## src/rtl/eac_norm_pkg.sv

```systemverilog
// Shared constants and stage payload types for the EAC sum normalizer.
// Struct field widths follow the default datapath geometry below.
package eac_norm_pkg;

    localparam int unsigned NORM_DATA_WIDTH = 48;
    localparam int unsigned NORM_OUT_WIDTH  = 24;
    localparam int unsigned NORM_EXP_WIDTH  = 10;
    localparam int unsigned MAG_WIDTH       = NORM_DATA_WIDTH - 1;
    localparam int unsigned LZC_WIDTH       = $clog2(NORM_DATA_WIDTH);

    // S1 -> S2: recovered sign and magnitude
    typedef struct packed {
        logic                      sign;
        logic [MAG_WIDTH-1:0]      mag;
        logic [NORM_EXP_WIDTH-1:0] exp;
    } s1_payload_t;

    // S2 -> S3: magnitude plus its leading-zero count
    typedef struct packed {
        logic                      sign;
        logic [MAG_WIDTH-1:0]      mag;
        logic [NORM_EXP_WIDTH-1:0] exp;
        logic [LZC_WIDTH-1:0]      lzc;
        logic                      zero;
    } s2_payload_t;

endpackage

```

## src/rtl/eac_lzc.sv

```systemverilog
// Combinational leading-zero counter built as a binary tree of 2:1 merges.
// count = WIDTH when the input is all zeros.
module eac_lzc #(
    parameter int unsigned WIDTH     = 47,
    parameter int unsigned CNT_WIDTH = 6
) (
    input  logic [WIDTH-1:0]     din,
    output logic [CNT_WIDTH-1:0] count,
    output logic                 all_zero
);

    localparam int unsigned LEVELS = (WIDTH > 1) ? $clog2(WIDTH) : 1;
    localparam int unsigned LEAVES = 1 << LEVELS;

    // Input is left-aligned in a power-of-two leaf row and padded with zeros
    // below, which cannot change the count of a non-zero value.
    always_comb begin : lzc_tree
        logic [LEAVES-1:0] padded;
        logic              z [0:LEVELS][0:LEAVES-1];
        logic [LEVELS-1:0] c [0:LEVELS][0:LEAVES-1];
        int unsigned       lv;

        padded = '0;
        padded[LEAVES-1 -: WIDTH] = din;
        lv = 0;
        for (int unsigned l = 0; l <= LEVELS; l++) begin
            for (int unsigned n = 0; n < LEAVES; n++) begin
                z[l][n] = 1'b1;
                c[l][n] = '0;
            end
        end
        for (int unsigned n = 0; n < LEAVES; n++) begin
            z[LEVELS][n] = ~padded[LEAVES-1-n];
        end
        for (int unsigned i = 0; i < LEVELS; i++) begin
            lv = LEVELS - 1 - i;
            for (int unsigned n = 0; n < (32'd1 << lv); n++) begin
                z[lv][n] = z[lv+1][2*n] & z[lv+1][2*n+1];
                c[lv][n] = z[lv+1][2*n]
                         ? (c[lv+1][2*n+1] | LEVELS'(32'd1 << (LEVELS - 1 - lv)))
                         : c[lv+1][2*n];
            end
        end
        all_zero = z[0][0];
        count    = all_zero ? CNT_WIDTH'(WIDTH) : CNT_WIDTH'(c[0][0]);
    end

endmodule

```

## src/rtl/eac_sum_normalizer.sv

```systemverilog
// Three-stage elastic normalizer for the one's-complement EAC adder sum:
// S1 sign/complement, S2 leading-zero count, S3 shift and exponent adjust.
// Optional sticky output enabled by EAC_NORM_STICKY_EN.
module eac_sum_normalizer
    import eac_norm_pkg::*;
#(
    parameter int unsigned DATA_WIDTH = NORM_DATA_WIDTH,
    parameter int unsigned OUT_WIDTH  = NORM_OUT_WIDTH,
    parameter int unsigned EXP_WIDTH  = NORM_EXP_WIDTH
) (
    input  logic                  clk,
    input  logic                  rst,
    input  logic                  in_valid,
    output logic                  in_ready,
    input  logic [DATA_WIDTH-1:0] in_sum,
    input  logic [EXP_WIDTH-1:0]  in_exp,
    output logic                  out_valid,
    input  logic                  out_ready,
    output logic [OUT_WIDTH-1:0]  out_mant,
    output logic [EXP_WIDTH-1:0]  out_exp,
    output logic                  out_sign,
    output logic                  out_zero,
    output logic                  out_uflow,
    output logic                  out_sticky
);

    localparam int unsigned MAG_W = DATA_WIDTH - 1;

    s1_payload_t p1;
    s2_payload_t p2;
    logic v1, v2, v3;
    logic en1, en2, en3;

    logic [LZC_WIDTH-1:0] lzc_cnt;
    logic                 lzc_zero;

    logic [MAG_W-1:0]     sh;
    logic [EXP_WIDTH-1:0] lzc_ext;
    logic [OUT_WIDTH-1:0] s3_mant;
    logic [EXP_WIDTH-1:0] s3_exp;
    logic                 s3_sign;
    logic                 s3_uflow;

    // Stall chain: a stage loads when empty or when its successor loads
    always_comb begin
        en3      = !v3 || out_ready;
        en2      = !v2 || en3;
        en1      = !v1 || en2;
        in_ready = en1;
    end

    assign out_valid = v3;

    // S1: split sign and undo the one's-complement for negative sums
    always_ff @(posedge clk or posedge rst) begin
        if (rst) begin
            v1 <= 1'b0;
            p1 <= '0;
        end else if (en1) begin
            v1 <= in_valid;
            if (in_valid) begin
                p1.sign <= in_sum[DATA_WIDTH-1];
                p1.mag  <= in_sum[DATA_WIDTH-1] ? ~in_sum[DATA_WIDTH-2:0]
                                                :  in_sum[DATA_WIDTH-2:0];
                p1.exp  <= in_exp;
            end
        end
    end

    eac_lzc #(
        .WIDTH     (MAG_W),
        .CNT_WIDTH (LZC_WIDTH)
    ) u_lzc (
        .din      (p1.mag),
        .count    (lzc_cnt),
        .all_zero (lzc_zero)
    );

    // S2: register the leading-zero count alongside the magnitude
    always_ff @(posedge clk or posedge rst) begin
        if (rst) begin
            v2 <= 1'b0;
            p2 <= '0;
        end else if (en2) begin
            v2 <= v1;
            if (v1) begin
                p2.sign <= p1.sign;
                p2.mag  <= p1.mag;
                p2.exp  <= p1.exp;
                p2.lzc  <= lzc_cnt;
                p2.zero <= lzc_zero;
            end
        end
    end

    // S3 datapath: normalize, adjust exponent, flatten both zeros to +0
    always_comb begin
        sh       = p2.mag << p2.lzc;
        lzc_ext  = EXP_WIDTH'(p2.lzc);
        s3_mant  = sh[MAG_W-1 -: OUT_WIDTH];
        s3_exp   = p2.exp - lzc_ext;
        s3_uflow = lzc_ext > p2.exp;
        s3_sign  = p2.sign;
        if (p2.zero) begin
            s3_mant  = '0;
            s3_exp   = '0;
            s3_uflow = 1'b0;
            s3_sign  = 1'b0;
        end
    end

    // S3 output register, held while downstream stalls
    always_ff @(posedge clk or posedge rst) begin
        if (rst) begin
            v3        <= 1'b0;
            out_mant  <= '0;
            out_exp   <= '0;
            out_sign  <= 1'b0;
            out_zero  <= 1'b0;
            out_uflow <= 1'b0;
        end else if (en3) begin
            v3 <= v2;
            if (v2) begin
                out_mant  <= s3_mant;
                out_exp   <= s3_exp;
                out_sign  <= s3_sign;
                out_zero  <= p2.zero;
                out_uflow <= s3_uflow;
            end
        end
    end

`ifdef EAC_NORM_STICKY_EN
    // Sticky: any magnitude bit shifted out below the retained mantissa
    always_ff @(posedge clk or posedge rst) begin
        if (rst) begin
            out_sticky <= 1'b0;
        end else if (en3 && v2) begin
            out_sticky <= |sh[MAG_W-OUT_WIDTH-1:0];
        end
    end
`else
    logic unused_sh_low;
    assign unused_sh_low = |sh[MAG_W-OUT_WIDTH-1:0];
    assign out_sticky    = 1'b0;
`endif

endmodule
```

## config.mk

```make
export PLATFORM = sky130hd
export DESIGN_NAME = eac_sum_normalizer
export DESIGN_NICKNAME = d
export VERILOG_FILES = /design/src/rtl/eac_norm_pkg.sv /design/src/rtl/eac_lzc.sv /design/src/rtl/eac_sum_normalizer.sv
export SDC_FILE = /design/constraint.sdc
export NUM_CORES = 1
export LEC_CHECK = 0
export ABC_AREA = 0
export CELL_PAD_IN_SITES_DETAIL_PLACEMENT = 0
export CELL_PAD_IN_SITES_GLOBAL_PLACEMENT = 1
export CORE_UTILIZATION = 49
export CTS_CLUSTER_DIAMETER = 200
export DETAILED_ROUTE_END_ITERATION = 6
export PLACE_DENSITY_LB_ADDON = 0.3
export SYNTH_ARGS = -nofsm -noshare
export SYNTH_HDL_FRONTEND = slang
export SYNTH_SLANG_ARGS = --single-unit
```

## constraint.sdc

```tcl
create_clock -name clk -period 19.2 [get_ports clk]
set_clock_uncertainty 0.15 [all_clocks]
set_input_delay 4.8 -clock clk [delete_from_list [all_inputs] [get_ports clk]]
set_output_delay 4.8 -clock clk [all_outputs]
set_load 0.05 [all_outputs]
```

**Yosys cells after proc, flatten, opt, wreduce, memory -nomap -nowiden**

Index checks and enable logic that the tools add are counted.

- Add/sub/neg operators: 1
- Multiply operators: 0
- Eq/ne operators: 0
- Multiplexer cells: 54
- Bitwise gates (word level): 94
- Order comparisons: 1
- Divide/modulo/power cells: 0
- Shifts and indexed selects: 1
- Reductions and logical operators: 9

Operator list:

| cell | count |
|---|---|
| 6-bit 2-to-1 mux | 17 |
| 47-bit 2-to-1 mux | 1 |
| 1-bit inverter | 47 |
| 47-bit inverter | 1 |
| 47-bit by 6-bit left shift with 47-bit output | 1 |
| 1-bit bitwise AND | 46 |
| 1-bit 2-to-1 mux | 26 |
| 24-bit 2-to-1 mux | 1 |
| 5-bit 2-to-1 mux | 4 |
| 6-bit by 10-bit > comparator with 1-bit output | 1 |
| 10-bit 2-to-1 mux | 1 |
| 10-bit by 6-bit subtractor with 10-bit output | 1 |
| 2-bit 2-to-1 mux | 4 |
| 2-bit AND reduction | 3 |
| 1-bit logical NOT | 3 |
| 1-bit logical OR | 3 |

- Memories: 0
- Bits in writable memories: 0
- Bits in read-only memories: 0
- Logic and storage cells: 176
- Bits in latches: 0
- Input bits: 62
- Register bits after elaboration: 163
- Output and inout bits: 40

**Longest topological paths before layout**

Gate-level depths: netlist of the first run.

- Depth after elaboration: 8
- Mapped depth: 11
- Gate-level depth less buffers: 9

**Hierarchy**

From an unflattened synthesis of the first run, not the netlist that was laid out.

- Cell total of the unflattened synthesis: 958
- Area, all modules: 9,924.5 µm²

Modules (own cells, without submodules):

| module | area an instance (µm²) | instances | cells each | seq. area each (µm²) |
|---|---|---|---|---|
| eac_sum_normalizer | 9,396.5 | 1 | 867 | 4,078.9 |
| eac_lzc | 528.0 | 1 | 91 | 0.0 |

**Least setup slack after synthesis of the first run**

OpenSTA, ideal clock, no wires.

- Path kind: input-to-output
- Start point: input out_ready
- End point: output in_ready
- Cell stages on the path: 2
- Data arrival time: 5.411 ns
- Required time: 14.250 ns
- Path slack: 8.839 ns
- Path buffers: 0
- Cells stage by stage: nor2b_1 nand3_1

- Longest elaborated chain between the ends: 3

RTL lines:

| what | line | source |
|---|---|---|
| start, declared | eac_sum_normalizer.sv:18 | `input logic out_ready,` |
| 1-bit logical OR | eac_sum_normalizer.sv:46 | `en3 = !v3 \|\| out_ready;` |
| 1-bit logical OR | eac_sum_normalizer.sv:47 | `en2 = !v2 \|\| en3;` |
| 1-bit logical OR | eac_sum_normalizer.sv:48 | `en1 = !v1 \|\| en2;` |
| end, declared | eac_sum_normalizer.sv:14 | `output logic in_ready,` |

Every way passes these cells.

**Worst setup path after layout of the first run**

Ends and elaborated chain as after synthesis.

==> summary.txt, run 1 <==
Outcome
  • Run status: completed

Clock network
  • Clock Latency Late Sink: 430 ps
  • Hold buffers post-CTS: 0
  • Clock transition at path regs: approximately 60 ps
  • Root Buffer: clkbuf_16
  • CTS Buf Count: 17
  • Clock Path Buffers: 2
  • Setup Fix Bufs, Post-CTS: 0
  • CTS tree: built
  • Post_cts resized: 0
  • Clk sinks: around 160
  • CTS H-tree lvls: 4

Setup path
  • Buf/Inv on CP: 2
  • R2R Setup Slk: 15,420 ps
  • WS Path Type: primary input to output port
  • Slowest CP cell: clkdlybuf4s50_1
  • CP cell instances: clkdlybuf4s50_1, nor2b_1, nand3_1, clkdlybuf4s50_1
  • CP Launch Type: primary input
  • Slowest stage delay, CP: roughly 750 ps
  • Data required, critical path: 14,250 ps
  • Critical Path AT: slightly below 7000 ps
  • Crit Path Max Fanout: 12
  • CP most frequent cell: clkdlybuf4s50_1
  • CP endpoint kind: output port
  • CP top delay family: buffers and inverters

Cells and area
  • P&R area growth vs syn: 16.8%
  • Fillers: between 1,500 and 2,000
  • # diodes: 0
  • Final #Nets: approximately 1,100
  • Final instance area: between 10,000 and 15,000 um2
  • Share of post-route cells with drive strength above 1: between 10% and 20%

Synthesis
  • Mean Syn Cell Area: 10.2 um2
  • Post-synth EDFFs: 0
  • Syn Std Cell Area: about 9800 um2
  • Ys async rst share: between 90% and 100%
  • Syn Nets: between 1,000 and 1,500
  • Netlist cell types: 70
  • Seq/Total Area, Yosys: between 40% and 50%
  • Mapped Cells: 960
  • Share of the synthesized area in the top cell type: about two fifths
  • Post-synthesis register bit count: between 150 and 200
  • Main synth FF type: dfrtp_1
  • Yosys top cell by area: dfrtp_1
  • Yosys warnings: 0
  • Synth top area cells: dfrtp_1 (42%), mux2_2 (9.3%), mux2i_1 (5.8%), nand2_1 (5.8%), mux4_2 (4.8%)

Die
  • Die W: 143 um
  • Initial Util: 50.1%
  • Core Area: 19,500 um2
  • Die area: 20,500 um2
  • Std cell rows: 51
  • I/O pins: 102
  • Die height: approximately 140 um

Placement
  • IO Port Bufs: 100
  • Post-DP HPWL: ~17,000 um
  • Placer Congestion: approximately 0.94
  • Placed cell areas: approximately 11,000 um2

Global route
  • Gr ovfl total: 0
  • First-pass GRT wire length: ~39,000 um
  • Gr usage total: 24.5%
  • Vias in the first global route: between 6,000 and 7,000
  • Pin count of the biggest net entering global routing: around 110
  • Initial antenna violation count: 0

Routing
  • Routed vias/inst: approximately 5.8
  • Top Layer Used: met4
  • Drt drc: 0
  • Wl on met1: between 10,000 and 15,000 um
  • Routed wire per std cell: 18.0 um
  • Initial drt markers: 510
  • Met2 WL: between 10,000 and 15,000 um
  • Met3 WL: approximately 1100 um
  • Via count: 7,453
  • DRT Pass-1 Iters: 5
  • Routed WL: around 23,000 um
  • Antenna viol nets, final: 0

STA
  • Slew Limit Fails: 0
  • Min cycle time layout: 11,700 ps
  • Period Utilization, post-route: around three fifths
  • Final TNS setup: 0 ps
  • RSZ-0062 raised after global routing: no
  • Setup Viol. Count Final: 0
  • Maximum clock rate: 0.0854 GHz
  • Slew headroom: around 36%
  • Fin. Hold Viols: 0
  • Worst-Margin Slew: ~960 ps

Power
  • Power Dens Cells: between 100 and 150 nW/um2
  • Worst vdd ir: between 70 and 80 uV
  • LEAKAGE: approximately 4.7 nW

Flow run
  • Max-Cap Viols: 0

Min path
  • Worst Hold Class: register to register
==> state kept, by name, summed over array words and instances (netlist names) <==
register   flops
out_mant      24
out_sign       1
out_exp       10
out_uflow      1
lzc_ext        6
v2             1
p2            59
out_valid      1
p1            58
out_zero       1
v1             1
==> layout by cell type, fill, tap and decap left out, types with 4 or more instances in the layout <==
cell type          n
inv_6              4
nand2b_1           7
nand3_1           28
mux4_1             6
nor2_1            35
a21oi_1           38
xnor2_1           41
nor2b_1           11
o21a_1             4
a31oi_1            4
o211ai_1          14
o221ai_1           5
dfrtp_1          160
inv_1             17
nor3_1            11
nor4_1            15
a211oi_1           6
mux2_2            81
xor2_1             8
ha_1               6
o21ai_0           73
mux4_2            21
nand2_1          149
mux2i_1           57
buf_4              9
clkbuf_16         17
o31ai_1           10
a22oi_1            8
or4_1              7
clkdlybuf4s50_1   99
bufinv_16          4
==> stage by stage <==
step	utilization, %	instances	power (mW)	setup WS (ps)	hold slack [ps]
2_1_floorplan	-	960	1.00	8840	299
5_1_grt	58.5	1296	1.66	7400	360
6_report	58.5	1296	1.57	7500	311
3_5_place_dp	55.2	1264	1.20	7510	305
3_3_place_gp	55.2	1264	1.19	7520	302
4_1_cts	58.5	1296	1.58	7510	319
==> synthesized netlist by cell type (5+ instances only) <==
| master | instances |
|---|---|
| nand3_1 | 28 |
| buf_6 | 10 |
| buf_1 | 8 |
| o21ai_0 | 73 |
| nor3_1 | 11 |
| inv_1 | 18 |
| a211oi_1 | 6 |
| xor2_1 | 8 |
| o31ai_1 | 10 |
| ha_1 | 6 |
| dfrtp_1 | 163 |
| mux4_1 | 6 |
| nor2b_1 | 11 |
| buf_2 | 12 |
| or4_1 | 7 |
| o221ai_1 | 5 |
| mux2_2 | 81 |
| clkbuf_1 | 32 |
| o211ai_1 | 14 |
| a22oi_1 | 8 |
| nor2_1 | 35 |
| buf_4 | 6 |
| mux4_2 | 21 |
| nor4_1 | 15 |
| mux2i_1 | 57 |
| nand2b_1 | 8 |
| nand2_1 | 151 |
| a21oi_1 | 38 |
| xnor2_1 | 41 |
==> per-layer routing <==
metal / track usage, % / up-vias
li1: - / 3608
met1: 36.4 / 3600
met2: 36.7 / 215
met3: 3.50 / 30
met4: 7.95 / 0
met5: 0 / -
==> tightest hold or removal path, cell delays in order (launching register included) <==
cell and delay (ps):
dfrtp_1 340, nand2_1 50, nand2_1 40
==> power by group <==
group	leakage (nW)	total, mW	internal, mW	switching, mW
sequential	1.98	0.523	0.435	0.0886
combinational	2.38	0.675	0.280	0.395
clock	0.316	0.373	0.230	0.143
total	4.67	1.57	0.945	0.627
==> worst paths after layout <==
path / from / to / cells past startpoint
worst max-delay path: out_ready / in_ready / 4
worst min-delay path: out_mant[1] / out_mant[1] / 2
worst max register to register: lzc_ext[2] / out_exp[6] / 9
max in group asynchronous: rst / out_mant[16] / 3
worst min register to register: out_mant[1] / out_mant[1] / 2
min in group asynchronous: rst / p1[52] / 2
==> cell type report <==
class	instances	area, um2	share of cell area [%]
clock inverter	10	169	1.48
timing repair buffer	109	1060	9.31
inverter	22	87.6	0.766
multi-input combinational	705	5220	45.7
tap	265	332	2.90
clock buffer	22	474	4.15
sequential	163	4080	35.7
==> kinds of logic (layout without fill, tap and decap cells) <==
| kind of cell | count (synthesis) | after routing | synth area share [%] |
|---|---|---|---|
| other | 1 | 1 | 0.0383 |
| adder cells (fa/ha/maj) | 7 | 7 | 0.972 |
| XOR/XNOR | 49 | 49 | 4.39 |
| multiplexers | 165 | 165 | 21.6 |
| AO/OA/AOI/OAI | 199 | 199 | 12.9 |
| flip-flops | 163 | 163 | 41.7 |
| buffers and inverters | 92 | 163 | 5.01 |
| AND/OR/NAND/NOR | 284 | 284 | 13.4 |
Note: power is estimated with default switching activity, not from simulation.
==> run 2, diff against run 1 <==
--- a/config.mk
+++ b/config.mk
@@ -8,7 +8,7 @@
 export ABC_AREA = 0
 export CELL_PAD_IN_SITES_DETAIL_PLACEMENT = 0
 export CELL_PAD_IN_SITES_GLOBAL_PLACEMENT = 1
-export CORE_UTILIZATION = 49
+export CORE_UTILIZATION = 45
 export CTS_CLUSTER_DIAMETER = 200
 export DETAILED_ROUTE_END_ITERATION = 6
 export PLACE_DENSITY_LB_ADDON = 0.3
==> constraint.sdc (replaced) <==
create_clock -name clk -period 11.6 [get_ports clk]
set_clock_uncertainty 0.15 [all_clocks]
set_input_delay 2.9 -clock clk [delete_from_list [all_inputs] [get_ports clk]]
set_output_delay 2.9 -clock clk [all_outputs]
set_load 0.05 [all_outputs]
==> summary.txt, run 2 (synthesis gave the netlist of run 1 again) <==
Clock network
  • Hold buffers post-CTS: 0 (unchanged)
  • Clk sinks: 163 (unchanged)
  • Setup Fix Bufs, Post-CTS: 0 (unchanged)
  • CTS H-tree lvls: 4 (unchanged)
  • Clock Latency Late Sink: 430 ps (about the same)
  • Clock transition at path regs: 60 ps (about the same)
  • CTS tree: built (unchanged)
  • Post_cts resized: 0 (unchanged)
  • Root Buffer: clkbuf_16 (unchanged)
  • CTS Buf Count: 17 (unchanged)
  • Clock Path Buffers: 2 (unchanged)

Global route
  • Pin count of the biggest net entering global routing: 106 (unchanged)
  • Gr usage total: 22.2% (was 24.5%)
  • Vias in the first global route: 6,989 (was 6,981)
  • First-pass GRT wire length: 38,400 um (was 38,600 um)
  • Initial antenna violation count: 0 (unchanged)
  • Gr ovfl total: 0 (unchanged)

Outcome
  • Run status: completed (unchanged)

Setup path
  • Crit Path Max Fanout: 12 (unchanged)
  • CP cell instances: clkdlybuf4s50_1, nor2b_1, nand3_1, clkdlybuf4s50_1 (unchanged)
  • Slowest CP cell: clkdlybuf4s50_1 (unchanged)
  • Slowest stage delay, CP: 760 ps (was 750 ps)
  • Data required, critical path: 8550 ps (was 14,250 ps)
  • WS Path Type: primary input to output port (unchanged)
  • CP endpoint kind: output port (unchanged)
  • Critical Path AT: 4890 ps (was 6750 ps)
  • CP Launch Type: primary input (unchanged)
  • CP most frequent cell: clkdlybuf4s50_1 (unchanged)

STA
  • Fin. Hold Viols: 0 (unchanged)
  • Worst-Margin Slew: 972 ps (was 958 ps)
  • Period Utilization, post-route: 68.5%
  • Final TNS setup: 0 ps (unchanged)
  • RSZ-0062 raised after global routing: no (unchanged)
  • Setup Viol. Count Final: 0 (unchanged)
  • Min cycle time layout: 7940 ps
  • Final Hold Slack: 311 ps (about the same)
  • Final worst slack: 3660 ps (was 7500 ps)
  • Slew headroom: 35.2% (was 36.1%)
  • Maximum clock rate: 0.126 GHz
  • Slew Limit Fails: 0 (unchanged)

Power
  • Sw Share: 41.0% (was 39.9%)
  • LEAKAGE: 4.66 nW (was 4.67 nW)
  • Worst vdd ir: 109 uV (was 71.5 uV)
  • Internal power: 1.51 mW (was 0.945 mW)
  • Sequential power share: 33.9% (was 33.3%)
  • Power Dens Cells: 224 nW/um2 (was 138 nW/um2)
  • P_sw: 1.05 mW (was 0.627 mW)
  • Comb power frac: 43.5% (was 42.9%)
  • Clock Power Share: 22.6% (was 23.8%)

Placement
  • Placer Congestion: 0.841 (was 0.938)
  • Pre-CTS setup slack: 3680 ps (was 7510 ps)
  • IO Port Bufs: 100 (unchanged)
  • Post-DP HPWL: 16,900 um (was 16,600 um)

Cells and area
  • Max reg flops: 59 (unchanged)
  • Leading cell type in the layout, fill and taps excluded: dfrtp_1 (unchanged)
  • Largest regs: p2 (59), p1 (58), out_mant (24) (unchanged)
  • Share of post-route cells with drive strength above 1: 15.7% (was 15.3%)
  • Fillers: 1,973 (was 1,767)
  • Top reg by flops: p2 (unchanged)
  • Commonest cells after routing, fill and taps aside: dfrtp_1 (160), nand2_1 (149), clkdlybuf4s50_1 (99) (unchanged)
  • P&R area growth vs syn: 16.7% (was 16.8%)
  • Final #Nets: 1,090 (was 1,087)
  • Register Area: 4080 um2 (unchanged)
  • # diodes: 0 (unchanged)
  • Multi-input logic area: 5220 um2 (unchanged)

Die
  • Initial Util: 46.2% (was 50.1%)
  • Die area: 22,300 um2 (was 20,500 um2)
  • I/O pins: 102 (unchanged)
  • Std cell rows: 53 (was 51)
  • Die height: 149 um (was 143 um)
  • Die W: 149 um (was 143 um)
  • Core Area: 21,200 um2 (was 19,500 um2)

Routing
  • Antenna viol nets, final: 0 (unchanged)
  • Routed vias/inst: 5.67 (was 5.75)
  • Initial drt markers: 445 (was 510)
  • Via count: 7,425 (was 7,453)
  • Routed wire per std cell: 18.0 um (about the same)
  • DRT Pass-1 Iters: 5 (unchanged)
  • Routed WL: 23,600 um (was 23,300 um)
  • Drt drc: 0 (unchanged)

Min path
  • Worst Hold Class: register to register (unchanged)

Flow run
  • Max-Cap Viols: 0 (unchanged)
-- run 2: worst paths after layout --
path                                to  slack [ps]  cells after the start         from
setup / recovery              in_ready        3660                      4    out_ready
hold / removal             out_mant[1]         310                      2  out_mant[1]
setup reg to reg            out_exp[6]        8440                      9   lzc_ext[2]
hold reg to reg            out_mant[1]         310                      2  out_mant[1]
max in group asynchronous   lzc_ext[0]        7010                      3          rst
min in group asynchronous       p1[50]        2880                      2          rst
-- run 2: through the flow --
| step | cells | cell area [um2] | util (%) | total power [mW] |
|---|---|---|---|---|
| finish | 1309 | 11400 | 54.0 | 2.56 |
| global route | 1309 | 11400 | 54.0 | 2.70 |
| CTS | 1309 | 11400 | 54.0 | 2.57 |
| detailed placement | 1277 | 10800 | 51.2 | 1.99 |
| global placement | 1277 | 10800 | 51.2 | 1.97 |
| floorplan | 960 | 9780 | - | 1.66 |
-- run 2: layout make-up --
| cell class | count | share of cell area, % |
|---|---|---|
| repair buffers | 112 | 9.52 |
| clock inverters | 13 | 1.32 |
| flip-flops and latches | 163 | 35.8 |
| multi-input cells | 705 | 45.7 |
| inverters | 22 | 0.767 |
| well taps | 275 | 3.01 |
| clock buffers | 19 | 3.88 |
-- run 2: power by group through the flow --
stage               registers, mW  clock network (mW)  logic [mW]
floorplan                    1.03                   0       0.632
global placement            0.871                   0        1.10
detailed placement          0.878                   0        1.11
CTS                         0.867               0.587        1.11
global route                0.891               0.610        1.20
finish                      0.869               0.578        1.11
-- run 2: metal layers --
metal | wire length, um | track usage, %
met1 | 12100 | 34.1
met2 | 10200 | 31.8
met3 | 1020 | 3.96
met4 | 276 | 5.82
met5 | 0 | 0
-- run 2: worst max-delay path, delay by kind of cell --
family                 cells  cell delay [ps]
and+or+nand+nor            2              840
buffers and inverters      2             1160
